[src/rtl/aclk_pkg.sv]
// Shared constants, state encoding and time-range helper for the alarm entry block.
package aclk_pkg;

  localparam int         DIGIT_W    = 4;
  localparam int         NUM_DIGITS = 4;
  localparam logic [3:0] KEY_ALARM     = 4'hA;
  localparam logic [3:0] KEY_CLEAR     = 4'hB;
  localparam logic [3:0] KEY_MAX_DIGIT = 4'd9;

  // Latest legal alarm time is 23:59.
  localparam logic [3:0] MAX_MS_HR       = 4'd2;
  localparam logic [3:0] MAX_LS_HR_AT_2X = 4'd3;
  localparam logic [3:0] MAX_MS_MIN      = 4'd5;

  typedef enum logic [1:0] {ST_IDLE, ST_ENTRY, ST_LOAD} state_t;

  function automatic logic time_in_range(input logic [3:0] ms_hr,
                                         input logic [3:0] ls_hr,
                                         input logic [3:0] ms_min);
    return (ms_hr <= MAX_MS_HR) &&
           ((ms_hr != MAX_MS_HR) || (ls_hr <= MAX_LS_HR_AT_2X)) &&
           (ms_min <= MAX_MS_MIN);
  endfunction

endpackage

[src/rtl/aclk_entry_timer.sv]
// Inactivity counter: cleared by clear, counts tick, saturates at TIMEOUT_SEC.
module aclk_entry_timer #(
  parameter int TIMEOUT_SEC = 10
) (
  input  logic clk,
  input  logic rst,
  input  logic clear,
  input  logic tick,
  output logic expire
);

  localparam int W = $clog2(TIMEOUT_SEC + 1);
  localparam logic [W-1:0] CNT_MAX  = W'(TIMEOUT_SEC);
  localparam logic [W-1:0] CNT_LAST = W'(TIMEOUT_SEC - 1);

  logic [W-1:0] cnt;

  always_ff @(posedge clk or posedge rst) begin
    if (rst)                       cnt <= '0;
    else if (clear)                cnt <= '0;
    else if (tick && cnt != CNT_MAX) cnt <= cnt + 1'b1;
  end

  // A clear in the same cycle wins, so a key press drops a coincident tick.
  assign expire = tick && !clear && (cnt >= CNT_LAST);

endmodule

[src/rtl/aclk_alarm_entry.sv]
// Keypad alarm entry: gathers HH:MM digits, validates on ALARM and pulses load_new_a.
// Define ACLK_ENTRY_RANGE_CHECK_EN to reject commits later than 23:59.
module aclk_alarm_entry #(
  parameter int TIMEOUT_SEC = 10
) (
  input  logic       clk,
  input  logic       rst,
  input  logic       key_valid,
  input  logic [3:0] key,
  input  logic       one_second,
  output logic [3:0] new_alarm_ms_hr,
  output logic [3:0] new_alarm_ls_hr,
  output logic [3:0] new_alarm_ms_min,
  output logic [3:0] new_alarm_ls_min,
  output logic       load_new_a,
  output logic       entry_busy,
  output logic       entry_err
);
  import aclk_pkg::*;

  state_t state, state_n;
  logic [NUM_DIGITS-1:0][DIGIT_W-1:0] digs, digs_n;
  logic [2:0] cnt, cnt_n;
  logic       err_q, err_n;
  logic       tmr_clr, tmr_tick, expire;
  logic       is_digit, commit_ok;

  assign is_digit = key <= KEY_MAX_DIGIT;
  assign tmr_tick = one_second && (state == ST_ENTRY);

`ifdef ACLK_ENTRY_RANGE_CHECK_EN
  assign commit_ok = (cnt == 3'd4) && time_in_range(digs[3], digs[2], digs[1]);
`else
  assign commit_ok = (cnt == 3'd4);
`endif

  aclk_entry_timer #(.TIMEOUT_SEC(TIMEOUT_SEC)) u_timer (
    .clk    (clk),
    .rst    (rst),
    .clear  (tmr_clr),
    .tick   (tmr_tick),
    .expire (expire)
  );

  always_ff @(posedge clk or posedge rst) begin
    if (rst) begin
      state <= ST_IDLE;
      digs  <= '0;
      cnt   <= '0;
      err_q <= 1'b0;
    end else begin
      state <= state_n;
      digs  <= digs_n;
      cnt   <= cnt_n;
      err_q <= err_n;
    end
  end

  always_comb begin
    state_n = state;
    digs_n  = digs;
    cnt_n   = cnt;
    err_n   = 1'b0;
    tmr_clr = 1'b0;
    case (state)
      ST_IDLE: begin
        if (key_valid && is_digit) begin
          digs_n    = '0;
          digs_n[0] = key;
          cnt_n     = 3'd1;
          tmr_clr   = 1'b1;
          state_n   = ST_ENTRY;
        end else if (key_valid && key == KEY_ALARM) begin
          err_n = 1'b1;
        end
      end
      ST_ENTRY: begin
        if (key_valid && is_digit) begin
          // Rolling window: the last four digits typed are the candidate time.
          digs_n  = {digs[NUM_DIGITS-2:0], key};
          cnt_n   = (cnt == 3'd4) ? cnt : cnt + 3'd1;
          tmr_clr = 1'b1;
        end else if (key_valid && key == KEY_CLEAR) begin
          digs_n  = '0;
          cnt_n   = '0;
          tmr_clr = 1'b1;
          state_n = ST_IDLE;
        end else if (key_valid && key == KEY_ALARM) begin
          tmr_clr = 1'b1;
          if (commit_ok) begin
            state_n = ST_LOAD;
          end else begin
            err_n   = 1'b1;
            cnt_n   = '0;
            state_n = ST_IDLE;
          end
        end else if (expire) begin
          digs_n  = '0;
          cnt_n   = '0;
          state_n = ST_IDLE;
        end
      end
      ST_LOAD: begin
        cnt_n   = '0;
        state_n = ST_IDLE;
      end
      default: state_n = ST_IDLE;
    endcase
  end

  assign new_alarm_ms_hr  = digs[3];
  assign new_alarm_ls_hr  = digs[2];
  assign new_alarm_ms_min = digs[1];
  assign new_alarm_ls_min = digs[0];
  assign load_new_a       = (state == ST_LOAD);
  assign entry_busy       = (state == ST_ENTRY);
  assign entry_err        = err_q;

endmodule

[config.mk]
export PLATFORM = sky130hd
export DESIGN_NAME = aclk_alarm_entry
export DESIGN_NICKNAME = d
export VERILOG_FILES = /design/src/rtl/aclk_pkg.sv /design/src/rtl/aclk_entry_timer.sv /design/src/rtl/aclk_alarm_entry.sv
export SDC_FILE = /design/constraint.sdc
export NUM_CORES = 1
export LEC_CHECK = 0
export ABC_AREA = 1
export CAP_MARGIN = 30
export CORE_MARGIN = 3
export CORE_UTILIZATION = 56
export DETAILED_ROUTE_END_ITERATION = 8
export PLACE_DENSITY = 0.84
export SLEW_MARGIN = 20
export SYNTH_ARGS = -nofsm -noshare
export SYNTH_HDL_FRONTEND = slang
export SYNTH_SLANG_ARGS = --single-unit
[constraint.sdc]
create_clock -name clk -period 4.04 [get_ports clk]
set_clock_uncertainty 0.05 [all_clocks]
set_input_delay 0.808 -clock clk [delete_from_list [all_inputs] [get_ports clk]]
set_output_delay 0.808 -clock clk [all_outputs]
set_load 0.005 [all_outputs]
# After elaboration in Yosys (flattened, before gate mapping)

Index checks and enable logic that the tools add are counted.

Multiplexer cells: 34
Add/sub/neg operators: 2
Equality and inequality tests: 14
Reduce and logical (&&, ||, !) cells: 15
Magnitude comparators: 2

Operators by type and width:

| operator                                                        | count |
|---|---|
| 16-bit 2-to-1 mux                                               | 5 |
| 16-bit one-hot mux with 2 select lines                          | 1 |
| 3-bit 2-to-1 mux                                                | 7 |
| 2-bit 2-to-1 mux                                                | 6 |
| 4-bit != test, second input constant                            | 3 |
| 1-bit 2-to-1 mux                                                | 9 |
| 3-bit one-hot mux with 3 select lines                           | 1 |
| 4-bit == test, second input constant                            | 2 |
| 4-bit 2-to-1 mux                                                | 2 |
| 4-bit by 1-bit != test with 1-bit output, second input constant | 2 |
| 1-bit logical AND                                               | 7 |
| 5-bit by 1-bit != test with 1-bit output, second input constant | 1 |
| 5-bit AND reduction                                             | 1 |
| 4-bit by 1-bit adder with 4-bit output, second input constant   | 1 |
| 4-bit >= comparator, second input constant                      | 1 |
| 4-bit less-or-equal comparator, second input constant           | 1 |
| 2-bit != test, second input constant                            | 2 |
| 1-bit one-hot mux with 2 select lines                           | 2 |
| 2-bit one-hot mux with 2 select lines                           | 1 |
| 4-bit AND reduction                                             | 1 |
| 2-bit nonzero test                                              | 2 |
| 3-bit by 1-bit adder with 3-bit output, second input constant   | 1 |
| 3-bit == test, second input constant                            | 1 |
| 3-bit != test, second input constant                            | 1 |
| other kinds (6)                                                 | 6 |

Output and inout port bits: 19
Register bits after elaboration: 26
Word-level logic and storage cells: 75
Bits of input ports: 8

# Depth between registers and ports, before layout

Gate-level depths: netlist of run 1.

Depth after elaboration: 14
Depth in mapped cells: 11
Mapped depth without buffers: 10

# By module

From an unflattened synthesis of run 1, not the netlist that was laid out.

Cell total of the unflattened synthesis: 208
Area, all modules: 1606.5 um^2

By module, submodules not included:

| module           | area each (um^2) | sequential area each (um^2) | times used | cells an instance |
|---|---|---|---|---|
| aclk_alarm_entry | 1296.2           | 550.5                       | 1          | 168 |
| aclk_entry_timer | 310.3            | 100.1                       | 1          | 40 |

# Worst setup path after synthesis of run 1

No wires, ideal clock.

Path type: input to register
Start point: in key[2]
End point: reg digs (netlist bit new_alarm_ls_hr[0])
Required time: 3.873 ns
Library setup time: 0.117 ns
Slack: 2.279 ns
Stages on the path: 9
Arrival time: 1.595 ns
Path through: nor2_1 > nor2_2 > nor2_2 > nor2_4 > nand3_4 > nand2_4 > buf_6 > nand2_1 > nand2_1

Word-level cells in the longest chain between the ends: 11
Elaborated cells between the ends (all ways): 21
Those cells by class: order compare (1); eq/ne (5); mux (8); reduce/logical (7)

RTL lines:

| what                                                      | RTL line               | text |
|---|---|---|
| start: declaration                                        | aclk_alarm_entry.sv:9  | `input logic [3:0] key,` |
| 4-bit == test                                             | aclk_alarm_entry.sv:88 | `end else if (key_valid && key == KEY_ALARM) begin` |
| 1-bit logical AND                                         | aclk_alarm_entry.sv:88 |  |
| 1-bit 2-to-1 mux                                          | aclk_alarm_entry.sv:88 |  |
| 1-bit 2-to-1 mux                                          | aclk_alarm_entry.sv:83 | `end else if (key_valid && key == KEY_CLEAR) begin` |
| 1-bit 2-to-1 mux                                          | aclk_alarm_entry.sv:78 | `if (key_valid && is_digit) begin` |
| 1-bit one-hot mux with 2 select lines                     | aclk_alarm_entry.sv:65 | `case (state)` |
| 1-bit zero test                                           | aclk_entry_timer.sv:25 | `assign expire = tick && !clear && (cnt >= CNT_LAST);` |
| 1-bit logical AND (2 in series)                           | aclk_entry_timer.sv:25 |  |
| 4-bit by 1-bit != test with 1-bit output (no source line) | --                     |  |
| 4-bit AND reduction (no source line)                      | --                     |  |
| end signal: assignment                                    | aclk_alarm_entry.sv:53 | `digs <= digs_n;` |
| end: declaration                                          | aclk_alarm_entry.sv:22 | `logic [NUM_DIGITS-1:0][DIGIT_W-1:0] digs, digs_n;` |

Parallel ways exist; a longest one is shown, timed or not.
A chain may end at the register's enable or synchronous reset.

# Worst setup path in the final report of run 1

Start point: reg state[1]
End point: out entry_busy

Word-level cells in the longest chain between the ends: 1

RTL lines:

| what                                     | RTL line                | text |
|---|---|---|
| start: declaration                       | aclk_alarm_entry.sv:21  | `state_t state, state_n;` |
| start signal: assignment                 | aclk_alarm_entry.sv:52  | `state <= state_n;` |
| 2-bit by 1-bit == test with 1-bit output | aclk_alarm_entry.sv:116 | `assign entry_busy = (state == ST_ENTRY);` |
| end: declaration                         | aclk_alarm_entry.sv:16  | `output logic entry_busy,` |

Every way passes these cells.

==> out/metrics.cfg, run 1 <==
[global_routing]
grt.met1_usage = 0.254
grt_pass1_wl_mm = 5.34
grt_pass1_vias = 1207
overflow = 0
grt_usage = 0.205
antenna_found_initial = 0
grt_busiest_layer = met2
grt.met3_usage = 0.0512
grtUsageMet2 = 0.352
grt_max_degree = 27

[sta]
setup_viol = 0
finalMaxSlewViolations = 0
finalSetupTns_ns = 0
layout_min_cycle_time_ns = 2.83
setup_slack_ns = 1.21
rsz0062_at_grt = false
max_freq_mhz = 353
relSlewSlack = 0.406
worst_slew_pin_slew_ns = 0.888
final_hold_viol_count = 0
post-route-period-util = 0.701

[placement]
place.gp.congestion = 0.838
port_buffers = 26
hpwl_mm = 2.40
placed_cell_area_um2 = 1780
pre_cts_ws_ns = 1.20

[drt]
drt_first_pass_iters = 4
route.detailed.drc = 0
totalWireLength_mm = 3.20
ant_nets = 0
drt_iter0_drc = 45
vias = 1324
wl_per_cell_um = 12.6
vias_per_cell = 5.21

[cts]
path_clk_slew_ns = 0.14
cts_max_level = 1
cts_buffer_depth = 2
ctsResizeCount = 0
cts_buffers = 3
cts_num_sinks = 26
cts-hold-fix-buffers = 0
clockRootBuffer = clkbuf_4
insertion_delay_ns = 0.33
tritoncts = built
postCtsSetupBuffers = 0

[synth]
synth_ff_type = dfrtp_1
synth_edf_count = 0
netlist_area_um2 = 1510
avgSynthCellArea_um2 = 7.69
synthTopCellsByArea = dfrtp_1 43%, nand2_1 19%, ha_1 8.3%
yosysTopAreaCell = dfrtp_1
syn_nets = 214
ys_seq_elements = 26
ys_seq_area_frac = 0.432
yosys_warnings = 0
synth_cells = 196
ys_types = 24
synth.top_cell.area_share = 0.432
async_flop_share = 1.00

[final_layout]
final_common_cell = nand2_1
fin_util = 0.732
nets = 243
drive_gt1_frac = 0.0938
area_delta_synth_final_pct = 22.4
fillCellCount = 192
diodes = 0
final_area_um2 = 1850
final_cell_mix = 75 x nand2_1, 26 x dfrtp_1, 26 x clkdlybuf4s50_1

[die]
start_util = 0.598
die_y_um = 57.9
die_x_um = 57.9
rows = 18
ios = 27
die-area_um2 = 3350
core_um2 = 2520

[pwr]
p_clk_frac = 0.183
p_switching_mw = 0.367
p_leak_nw = 0.989
seqPwrFrac = 0.390
power_frac_comb = 0.427
powerDensity_nw_per_um2 = 530
netSwitchingFraction = 0.376
p_int_mw = 0.610
power_mw = 0.977
max-vdd-ir-drop_mv = 0.366

[setup_path]
worstSetupPathType = reg2out
r2r_slack_ns = 1.55
crit_arrival_ns = 1.97
cp-start-kind = register
cp_data_required_time_ns = 3.18
critPathMaxFanout = 14
end_kind = output pin

[status]
status = completed

[min_path]
hold_path_class = reg2reg

[job]
max-cap-violations = 0

-- worst max-delay path, cell delays in order (launching register included) --
cell and delay [ns]:
dfrtp_1 0.44, inv_1 0.09, ha_1 0.51, clkdlybuf4s50_1 0.61
-- worst paths after layout --
path | from | cells past startpoint | endpoint
hold reg to reg | new_alarm_ms_hr[2] | 2 | new_alarm_ms_hr[2]
hold / removal | new_alarm_ms_hr[2] | 2 | new_alarm_ms_hr[2]
setup reg to reg | state[1] | 8 | cnt[0]
max in group asynchronous | rst | 3 | new_alarm_ls_hr[3]
min in group asynchronous | rst | 2 | u_timer.cnt[2]
setup / recovery | state[1] | 3 | entry_busy
-- cells by family after synthesis --
family	Yosys count	synth area share
adder cells (fa/ha/maj)	10	0.0830
AND/OR/NAND/NOR	127	0.375
XOR/XNOR	2	0.0116
AO/OA/AOI/OAI	5	0.0257
flip-flops	26	0.432
buffers and inverters	26	0.0730
-- per-stage QoR --
stage          hold slack, ns  cells
2_1_floorplan           0.415    196
3_3_place_gp            0.409    249
3_5_place_dp            0.417    249
4_1_cts                 0.451    253
5_1_grt                 0.476    254
6_report                0.445    254
-- registers in the layout, indices dropped and copies added (netlist names) --
name              count
cnt                   3
new_alarm_ls_hr       4
new_alarm_ms_min      4
new_alarm_ms_hr       4
new_alarm_ls_min      4
state                 2
entry_err             1
u_timer.cnt           4
-- layer usage --
layer,vias to the layer above,share of wire
met5,-,0
met4,0,0.022
met3,10,0.054
met2,43,0.51
met1,618,0.41
li1,653,-
-- synthesized netlist by cell type (2+ instances only) --
cell     count
nand2_1     75
xor2_1       2
nor2_2       4
nor2_1      19
nand3_2      2
nand3_1     17
dfrtp_1     26
inv_1       22
nand2_2      4
ha_1        10
o21ai_0      2
-- power groups by stage --
stage | sequential [mW] | clock [mW] | combinational (mW)
after CTS | 0.380 | 0.183 | 0.417
after detailed placement | 0.385 | 0 | 0.415
after floorplan | 0.381 | 0 | 0.265
final | 0.382 | 0.179 | 0.417
after global placement | 0.381 | 0 | 0.397
after global routing | 0.391 | 0.193 | 0.465
-- cell type report --
| cell class | instances | area [um2] | share of cell area |
|---|---|---|---|
| clock buffer | 3 | 22.5 | 0.0122 |
| timing repair buffer | 27 | 272 | 0.147 |
| multi-input combinational | 144 | 747 | 0.405 |
| inverter | 23 | 86.3 | 0.0468 |
| clock inverter | 1 | 30.0 | 0.0163 |
| tap | 30 | 37.5 | 0.0203 |
| sequential | 26 | 651 | 0.353 |
Note: power is estimated with default switching activity, not from simulation.
==> run 2: changes to the inputs <==
- CORE_UTILIZATION: 56 -> 47
- PLACE_DENSITY: 0.84 -> 0.75
- clock period: 4.04 -> 2.5 ns (I/O delays scaled with it)
==> run 2 against run 1 <==
Compared with the run above: non-clock buffer count up 2; flip-flop and latch count unchanged; global-route usage down 4.5 points; final area up 1.4%.
==> out/metrics.cfg, run 2 (same netlist as run 1, synthesis figures left out) <==
[global_routing]
grt_pass1_vias = 1188  ; was 1207
grt_max_degree = 27  ; unchanged
grt_pass1_wl_mm = 5.25  ; was 5.34 mm
grt_usage = 0.161  ; was 0.205
antenna_found_initial = 0  ; unchanged
overflow = 0  ; unchanged

[sta]
setup_slack_ns = 0.416  ; was 1.21 ns
setup_viol = 0  ; unchanged
relSlewSlack = 0.740  ; was 0.406
final_hold_viol_count = 0  ; unchanged
max_freq_mhz = 480
post-route-period-util = 0.834
finalSetupTns_ns = 0  ; unchanged
finalMaxSlewViolations = 0  ; unchanged
worst_slew_pin_slew_ns = 0.386  ; was 0.888 ns
layout_min_cycle_time_ns = 2.08
hold_slack_ns = 0.442  ; was 0.445 ns
rsz0062_at_grt = false  ; unchanged

[die]
ios = 27  ; unchanged
start_util = 0.520  ; was 0.598
core_um2 = 2900  ; was 2520 um2
die_y_um = 62.6  ; was 57.9 um
die_x_um = 62.6  ; was 57.9 um
die-area_um2 = 3920  ; was 3350 um2
rows = 19  ; was 18

[placement]
hpwl_mm = 2.28  ; was 2.40 mm
place.gp.congestion = 0.864  ; was 0.838
port_buffers = 26  ; unchanged
pre_cts_ws_ns = 0.429  ; was 1.20 ns

[pwr]
p_clk_frac = 0.183  ; about the same
seqPwrFrac = 0.390  ; about the same
powerDensity_nw_per_um2 = 845  ; was 530 nW/um2
max-vdd-ir-drop_mv = 0.458  ; was 0.366 mV
power_frac_comb = 0.427  ; about the same
netSwitchingFraction = 0.370  ; was 0.376
p_switching_mw = 0.585  ; was 0.367 mW
p_leak_nw = 0.998  ; was 0.989 nW
p_int_mw = 0.997  ; was 0.610 mW

[drt]
route.met3.wl_um = 123  ; was 174 um
vias_per_cell = 4.65  ; was 5.21
highest_layer = met4  ; unchanged
wl_per_cell_um = 11.0  ; was 12.6 um
ant_nets = 0  ; unchanged
wl_met2_mm = 1.36  ; was 1.63 mm
route.detailed.drc = 0  ; unchanged
drt_first_pass_iters = 4  ; unchanged
totalWireLength_mm = 2.95  ; was 3.20 mm
drt_iter0_drc = 51  ; was 45
wirelength_met1_mm = 1.43  ; was 1.32 mm
vias = 1246  ; was 1324

[cts]
postCtsSetupBuffers = 0  ; unchanged
clockRootBuffer = clkbuf_4  ; unchanged
cts_buffer_depth = 2  ; unchanged
cts_max_level = 1  ; unchanged
tritoncts = built  ; unchanged
cts_buffers = 3  ; unchanged
cts_num_sinks = 26  ; unchanged
insertion_delay_ns = 0.32  ; was 0.33 ns
path_clk_slew_ns = 0.15  ; was 0.14 ns
cts-hold-fix-buffers = 0  ; unchanged
ctsResizeCount = 0  ; unchanged

[status]
status = completed  ; unchanged

[final_layout]
diodes = 0  ; unchanged
drive_gt1_frac = 0.102  ; was 0.0938
fillCellCount = 268  ; was 192
final_cell_mix = 75 x nand2_1, 26 x dfrtp_1, 26 x clkdlybuf4s50_1  ; unchanged
nets = 245  ; was 243
fin_util = 0.645  ; was 0.732
final_common_cell = nand2_1  ; unchanged
area_delta_synth_final_pct = 24.1  ; was 22.4%

[setup_path]
r2r_slack_ns = 0.65  ; was 1.55 ns
end_kind = output pin  ; unchanged
reg2reg_depth = 10  ; was 8
regToRegEndpoint = new_alarm_ls_hr[0]  ; was cnt[0]
worstSetupPathType = reg2out  ; unchanged
startpoint = state[0]  ; was state[1]
crit_arrival_ns = 1.53  ; was 1.97 ns
critical_path.endpoint = load_new_a  ; was entry_busy
critPathMaxFanout = 4  ; was 14
cp_data_required_time_ns = 1.95  ; was 3.18 ns
cp-start-kind = register  ; unchanged
rr_startpoint = state[1]  ; unchanged

[min_path]
hold_path_class = reg2reg  ; unchanged

[job]
max-cap-violations = 0  ; unchanged

[run 2: cell count changes in the layout (fill, tap and decap cells not counted)]
cell and change:
buf_6 -1, buf_4 +3
[run 2: power by group through the flow]
stage	sequential (mW)	combinational (mW)	clock, mW
global placement	0.619	0.652	0
floorplan	0.615	0.428	0
CTS	0.618	0.680	0.290
detailed placement	0.624	0.675	0
finish	0.617	0.676	0.289
global route	0.635	0.765	0.308
[run 2: critical path, stage by stage, from the launching register on]
cell	delay [ns]
dfrtp_1	0.44
inv_1	0.09
ha_1	0.18
clkdlybuf4s50_1	0.51
[run 2: stage by stage]
step	std cells	area [um2]	power, mW
after detailed placement	264	1820	1.30
after global routing	268	1870	1.71
after floorplan	196	1510	1.04
after CTS	268	1870	1.59
after global placement	264	1820	1.27
final	268	1870	1.58
[run 2: metal layers]
layer,GRT usage,vias up
li1,-,662
met1,0.221,555
met2,0.264,25
met3,0.0270,4
met4,0.0413,0
met5,0,-
[run 2: area by class of cell]
| cell class | count | area, um2 | share of cell area |
|---|---|---|---|
| inverter | 23 | 86.3 | 0.0461 |
| multi-input combinational | 144 | 747 | 0.399 |
| clock inverter | 1 | 30.0 | 0.0160 |
| tap | 42 | 52.6 | 0.0281 |
| sequential | 26 | 651 | 0.348 |
| timing repair buffer | 29 | 283 | 0.151 |
| clock buffer | 3 | 22.5 | 0.0120 |
[run 2: how the worst min path moves through the flow]
stage | slack [ns] | cells past startpoint | endpoint | startpoint
detailed placement | 0.41 | 2 | new_alarm_ms_hr[3] | new_alarm_ms_hr[3]
finish | 0.44 | 2 | new_alarm_ms_hr[3] | new_alarm_ms_hr[3]
CTS | 0.45 | 2 | new_alarm_ms_hr[3] | new_alarm_ms_hr[3]
global route | 0.48 | 2 | new_alarm_ms_hr[0] | new_alarm_ms_hr[0]
floorplan | 0.42 | 2 | new_alarm_ms_hr[2] | new_alarm_ms_hr[2]
global placement | 0.41 | 2 | new_alarm_ms_hr[3] | new_alarm_ms_hr[3]
